## config.mk

```make
export PLATFORM = sky130hd
export DESIGN_NAME = rc4_ksa_engine
export DESIGN_NICKNAME = d
export VERILOG_FILES = /design/src/rtl/rc4_ksa_engine.sv
export SDC_FILE = /design/constraint.sdc
export NUM_CORES = 1
export LEC_CHECK = 0
export CORE_ASPECT_RATIO = 1.25
export CORE_MARGIN = 2
export CORE_UTILIZATION = 55
export CTS_CLUSTER_SIZE = 10
export DETAILED_ROUTE_END_ITERATION = 6
export GPL_ROUTABILITY_DRIVEN = 0
export PLACE_DENSITY = 0.81
export SYNTH_ARGS = -nofsm -noshare
export SYNTH_HDL_FRONTEND = slang
export SYNTH_SLANG_ARGS = --single-unit
```

## constraint.sdc

```tcl
create_clock -name clk -period 3.1 [get_ports clk]
set_clock_uncertainty 0.05 [all_clocks]
set_input_delay 0.465 -clock clk [delete_from_list [all_inputs] [get_ports clk]]
set_output_delay 0.465 -clock clk [all_outputs]
set_load 0.02 [all_outputs]
```

## src/rtl/rc4_ksa_engine.sv

```systemverilog
// rtl/rc4_ksa_engine.sv - RC4 key-scheduling engine driving an external state RAM (optional fill: RC4_KSA_INIT_FILL_EN)
module rc4_ksa_engine #(
  parameter int W       = 8,
  parameter int KEY_LEN = 3,
  parameter int RD_LAT  = 1
) (
  input  logic                   clk,
  input  logic                   reset_n,
  input  logic                   start,
  input  logic [KEY_LEN*W-1:0]   key,
  output logic                   busy,
  output logic                   done,
  output logic [W-1:0]           mem_addr,
  output logic [W-1:0]           mem_wdata,
  output logic                   mem_wren,
  input  logic [W-1:0]           mem_rdata
);

  localparam int              KW        = (KEY_LEN > 1) ? $clog2(KEY_LEN) : 1;
  localparam logic [W-1:0]    LAST_IDX  = '1;
  localparam logic [KW-1:0]   LAST_K    = KW'(KEY_LEN - 1);
  localparam logic [1:0]      LAST_WAIT = 2'(RD_LAT - 1);

  typedef enum logic [3:0] {
    IDLE, FILL, RD_I, WAIT_I, CALC_J, RD_J, WAIT_J, WR_I, WR_J, NEXT, DONE
  } state_t;

`ifdef RC4_KSA_INIT_FILL_EN
  localparam state_t FIRST = FILL;
`else
  localparam state_t FIRST = RD_I;
`endif

  state_t                 state, state_nxt;
  logic [W-1:0]           i_q, j_q, si_q, sj_q;
  logic [KW-1:0]          k_q;
  logic [1:0]             wait_q;
  logic [KEY_LEN*W-1:0]   key_q;
  logic [W-1:0]           key_word;

  // Select latched key word k; word 0 sits in the most-significant bits.
  always_comb begin
    key_word = '0;
    for (int m = 0; m < KEY_LEN; m++) begin
      if (k_q == KW'(m)) key_word = key_q[(KEY_LEN-1-m)*W +: W];
    end
  end

  // State register.
  always_ff @(posedge clk) begin
    if (!reset_n) state <= IDLE;
    else          state <= state_nxt;
  end

  // Next-state logic and Moore-decoded memory/status outputs.
  always_comb begin
    state_nxt = state;
    busy      = 1'b0;
    done      = 1'b0;
    mem_addr  = '0;
    mem_wdata = '0;
    mem_wren  = 1'b0;
    case (state)
      IDLE: begin
        if (start) state_nxt = FIRST;
      end
`ifdef RC4_KSA_INIT_FILL_EN
      FILL: begin
        busy      = 1'b1;
        mem_addr  = i_q;
        mem_wdata = i_q;
        mem_wren  = 1'b1;
        if (i_q == LAST_IDX) state_nxt = RD_I;
      end
`endif
      RD_I: begin
        busy      = 1'b1;
        mem_addr  = i_q;
        state_nxt = WAIT_I;
      end
      WAIT_I: begin
        busy = 1'b1;
        if (wait_q == LAST_WAIT) state_nxt = CALC_J;
      end
      CALC_J: begin
        busy      = 1'b1;
        state_nxt = RD_J;
      end
      RD_J: begin
        busy      = 1'b1;
        mem_addr  = j_q;
        state_nxt = WAIT_J;
      end
      WAIT_J: begin
        busy = 1'b1;
        if (wait_q == LAST_WAIT) state_nxt = WR_I;
      end
      WR_I: begin
        busy      = 1'b1;
        mem_addr  = i_q;
        mem_wdata = sj_q;
        mem_wren  = 1'b1;
        state_nxt = WR_J;
      end
      WR_J: begin
        busy      = 1'b1;
        mem_addr  = j_q;
        mem_wdata = si_q;
        mem_wren  = 1'b1;
        state_nxt = NEXT;
      end
      NEXT: begin
        busy      = 1'b1;
        state_nxt = (i_q == LAST_IDX) ? DONE : RD_I;
      end
      DONE: begin
        done = 1'b1;
        if (start) state_nxt = FIRST;
      end
      default: state_nxt = IDLE;
    endcase
  end

  // Index, key and swap-operand registers; the i==j case needs no special
  // handling because both writes then carry the same value to one address.
  always_ff @(posedge clk) begin
    if (!reset_n) begin
      i_q    <= '0;
      j_q    <= '0;
      k_q    <= '0;
      si_q   <= '0;
      sj_q   <= '0;
      wait_q <= '0;
      key_q  <= '0;
    end else begin
      case (state)
        IDLE, DONE: begin
          if (start) begin
            key_q <= key;
            i_q   <= '0;
            j_q   <= '0;
            k_q   <= '0;
          end
        end
`ifdef RC4_KSA_INIT_FILL_EN
        FILL: i_q <= i_q + 1'b1;
`endif
        RD_I: wait_q <= '0;
        WAIT_I: begin
          wait_q <= wait_q + 1'b1;
          if (wait_q == LAST_WAIT) si_q <= mem_rdata;
        end
        CALC_J: j_q <= j_q + si_q + key_word;
        RD_J: wait_q <= '0;
        WAIT_J: begin
          wait_q <= wait_q + 1'b1;
          if (wait_q == LAST_WAIT) sj_q <= mem_rdata;
        end
        NEXT: begin
          if (i_q != LAST_IDX) begin
            i_q <= i_q + 1'b1;
            k_q <= (k_q == LAST_K) ? '0 : k_q + 1'b1;
          end
        end
        default: ;
      endcase
    end
  end

endmodule

```

==> results.json <==
{
  "final_cells": 566,
  "synth_top_cell_by_area": "dfxtp_1",
  "worst_ep_arrival_time_ns": 2.38,
  "min-delay-start": "key_q[15]",
  "critical_path_class": "reg -> out",
  "fin_tns_setup_ns": 0,
  "max_cap_viols": 0,
  "final.min_clock_period_ns": 2.90,
  "ff2ff_path_depth": 12,
  "globalRouteTotalUtil_pct": 25.3,
  "worst-slew-pin-transition_ns": 0.706,
  "drt-vias-per-instance": 5.59,
  "design_area_um2": 4390,
  "setup_viol": 0,
  "maxClockFrequency_mhz": 345,
  "crit_path_start_kind": "register",
  "final_net_count": 525,
  "slew_violations": 0,
  "grt_pass1_vias": 3096,
  "postSynth.topFlopCell": "dfxtp_1",
  "power.total_w": 0.00182,
  "grt_remaining_overflow": 0,
  "placed_cells": 550,
  "antenna_violations_before_repair": 0,
  "drc": 0,
  "io_pins": 54,
  "power-per-cell-area_nw_per_um2": 415,
  "initial_core_util_pct": 56.1,
  "syn_nets": 476,
  "worst_rel_slew_slack_pct": 52.8,
  "cts_buffers": 9,
  "rsz0062_at_grt": "no",
  "ys_async_sr_fraction_pct": 0,
  "drt_iter0_markers": 180,
  "timing.hold.worst_path_depth": 2,
  "num_rows": 33,
  "die_x_um": 76.8,
  "reg2reg_slack_ns": 0.25,
  "synth_top_area_share_pct": 35.2,
  "insertedDiodeCount": 0,
  "critical_path.cell_chain": "nand2_1, nor2_2, a22o_1, clkdlybuf4s50_1",
  "clk_transition_reported_paths_ns": 0.07,
  "reg_to_reg_end": "j_q[7]",
  "cpLargestDelayFamily": "flip-flops",
  "drt-wirelength-per-cell_um": 15.1,
  "die_h_um": 94.9,
  "regToRegStartpoint": "k_q[1]",
  "min_period_over_period_pct": 93.5,
  "synth_seq_cells": 64,
  "run_status": "complete, no violations",
  "post-cts-setup-buffer-count": 0,
  "slowest_stage": "dfxtp_1",
  "timing_hold_violations_final": 0,
  "postSynthCellCount": 425,
  "count_of_different_cell_masters_after_synthesis": 53,
  "vdd.ir_drop.worst_v": 0.000291,
  "fp.dieArea_um2": 7290,
  "worstSkewPairLatency_ns": 0.35,
  "critical_path.endpoint_type": "primary output",
  "netlist_top_cells_area": "dfxtp_1 35%, nand2_1 7.6%, mux2i_1 7.4%, a21boi_0 5.4%, fa_1 4.4%",
  "postPlaceCellArea_um2": 4220,
  "dp.final_hpwl_um": 6320,
  "core_area_um2": 6480,
  "max-clock-path-buffers": 2,
  "dr.pass1.iters": 4,
  "worst-path-buf-inv": 1,
  "ant_nets": 0,
  "yosys_warnings": 0,
  "leakagePower_nw": 1.70,
  "h_tree_lvl_count": 3,
  "cts_root_buffer": "clkbuf_8",
  "critPathMaxFanout": 13,
  "port_buffers": 53,
  "synth-edff-count": 0,
  "pin_count_of_the_biggest_net_entering_global_routing": 34,
  "route.final.wire_length_um": 8520,
  "post_route_cells_drive_above_1_share_pct": 9.19,
  "syn-cell-area_um2": 3640,
  "worstHoldEndpoint": "key_q[15]",
  "num_vias": 3163,
  "worstPathRequired_ns": 2.58,
  "syn_to_final_growth_pct": 20.7,
  "cts_sinks": 64,
  "worst_hold_path_type": "reg -> reg",
  "crit_path_max_incr_delay_ns": 0.63,
  "synth_sequential_area_ratio_pct": 35.2,
  "worst_slack_on_hold_paths_ns": 0.414,
  "postCtsHoldBufs": 0,
  "wire_length_of_the_first_global_routing_pass_um": 14600,
  "timing.critical_path.from": "state[1]",
  "cp.depth": 4,
  "cts_resized": 0,
  "tritoncts": "yes",
  "syn_avg_cell_area_um2": 8.56
}
-- worst min-delay path: cells and delay by family (launching register included) --
kind,cells,cell delay (ns)
AOI/OAI and AO/OA,1,0.06
DFF,1,0.31
and+or+nand+nor,1,0.05
-- sequential cells by signal, indices dropped and copies added, names as in the netlist --
| name | flops |
|---|---|
| si_q | 8 |
| wait_q | 2 |
| j_q | 8 |
| i_q | 8 |
| key_q | 24 |
| state | 4 |
| sj_q | 8 |
| k_q | 2 |
-- cell families (layout without fill, tap and decap cells) --
logic type / count (synthesis) / in the layout / synth area share (%)
flip-flops: 64 / 64 / 35.2
AO/OA/AOI/OAI: 91 / 91 / 17.5
buffers and inverters: 37 / 91 / 5.12
AND/OR/NAND/NOR: 177 / 177 / 24.3
XOR/XNOR: 12 / 12 / 2.89
multiplexers: 28 / 28 / 7.74
adder cells (fa/ha/maj): 16 / 16 / 7.15
-- cell usage in the layout (no fill, tap or decap), types with 9 or more instances in the layout --
master            n
a22o_1           13
nor2b_1          20
nand3_1          12
o21ai_0          15
clkbuf_8          9
dfxtp_1          62
nand2_1          74
clkdlybuf4s50_1  53
a21boi_0         26
nor2_1           27
inv_1            10
a21oi_1          14
mux2i_1          27
buf_4            12
-- area by class of cell --
type | count | area, µm²
clock buffer | 10 | 128
clock inverter | 6 | 36.3
fill | 550 | 2090
inverter | 10 | 37.5
multi-input combinational | 324 | 2180
sequential | 64 | 1280
tap | 87 | 109
timing repair buffer | 65 | 621
-- how the worst max path moves through the flow --
stage / to
6_report: mem_wdata[5]
2_1_floorplan: j_q[7]
4_1_cts: j_q[7]
3_5_place_dp: j_q[7]
5_1_grt: j_q[7]
3_3_place_gp: j_q[7]
-- synthesized netlist by cell type (10+ instances only) --
cell	number
a21boi_0	26
a21oi_1	14
a22o_1	13
buf_2	10
clkbuf_1	10
dfxtp_1	64
inv_1	10
mux2i_1	27
nand2_1	74
nand3_1	12
nor2_1	28
nor2b_1	21
o21ai_0	15
-- through the flow --
| step | worst slack, ns | util [%] |
|---|---|---|
| 2_1_floorplan | 0.527 | - |
| 3_3_place_gp | 0.228 | 65.1 |
| 3_5_place_dp | 0.0479 | 65.1 |
| 4_1_cts | 0.0471 | 67.6 |
| 5_1_grt | 0.0472 | 67.7 |
| 6_report | 0.203 | 67.7 |
-- where the power goes --
part,total [W],leakage [nW],internal [W],switching [W]
clock network,0.000613,0.0858,0.000285,0.000327
registers,0.000899,0.520,0.000861,0.0000381
logic,0.000310,1.09,0.000144,0.000167
-- layer usage --
| metal | global-route usage [%] | vias up | wire, µm |
|---|---|---|---|
| li1 | - | 1565 | - |
| met1 | 30.3 | 1500 | 3570 |
| met2 | 44.7 | 81 | 4410 |
| met3 | 3.44 | 17 | 313 |
| met4 | 12.3 | 0 | 220 |
| met5 | 0 | - | 0 |
Power figures use the tool's default switching activity.
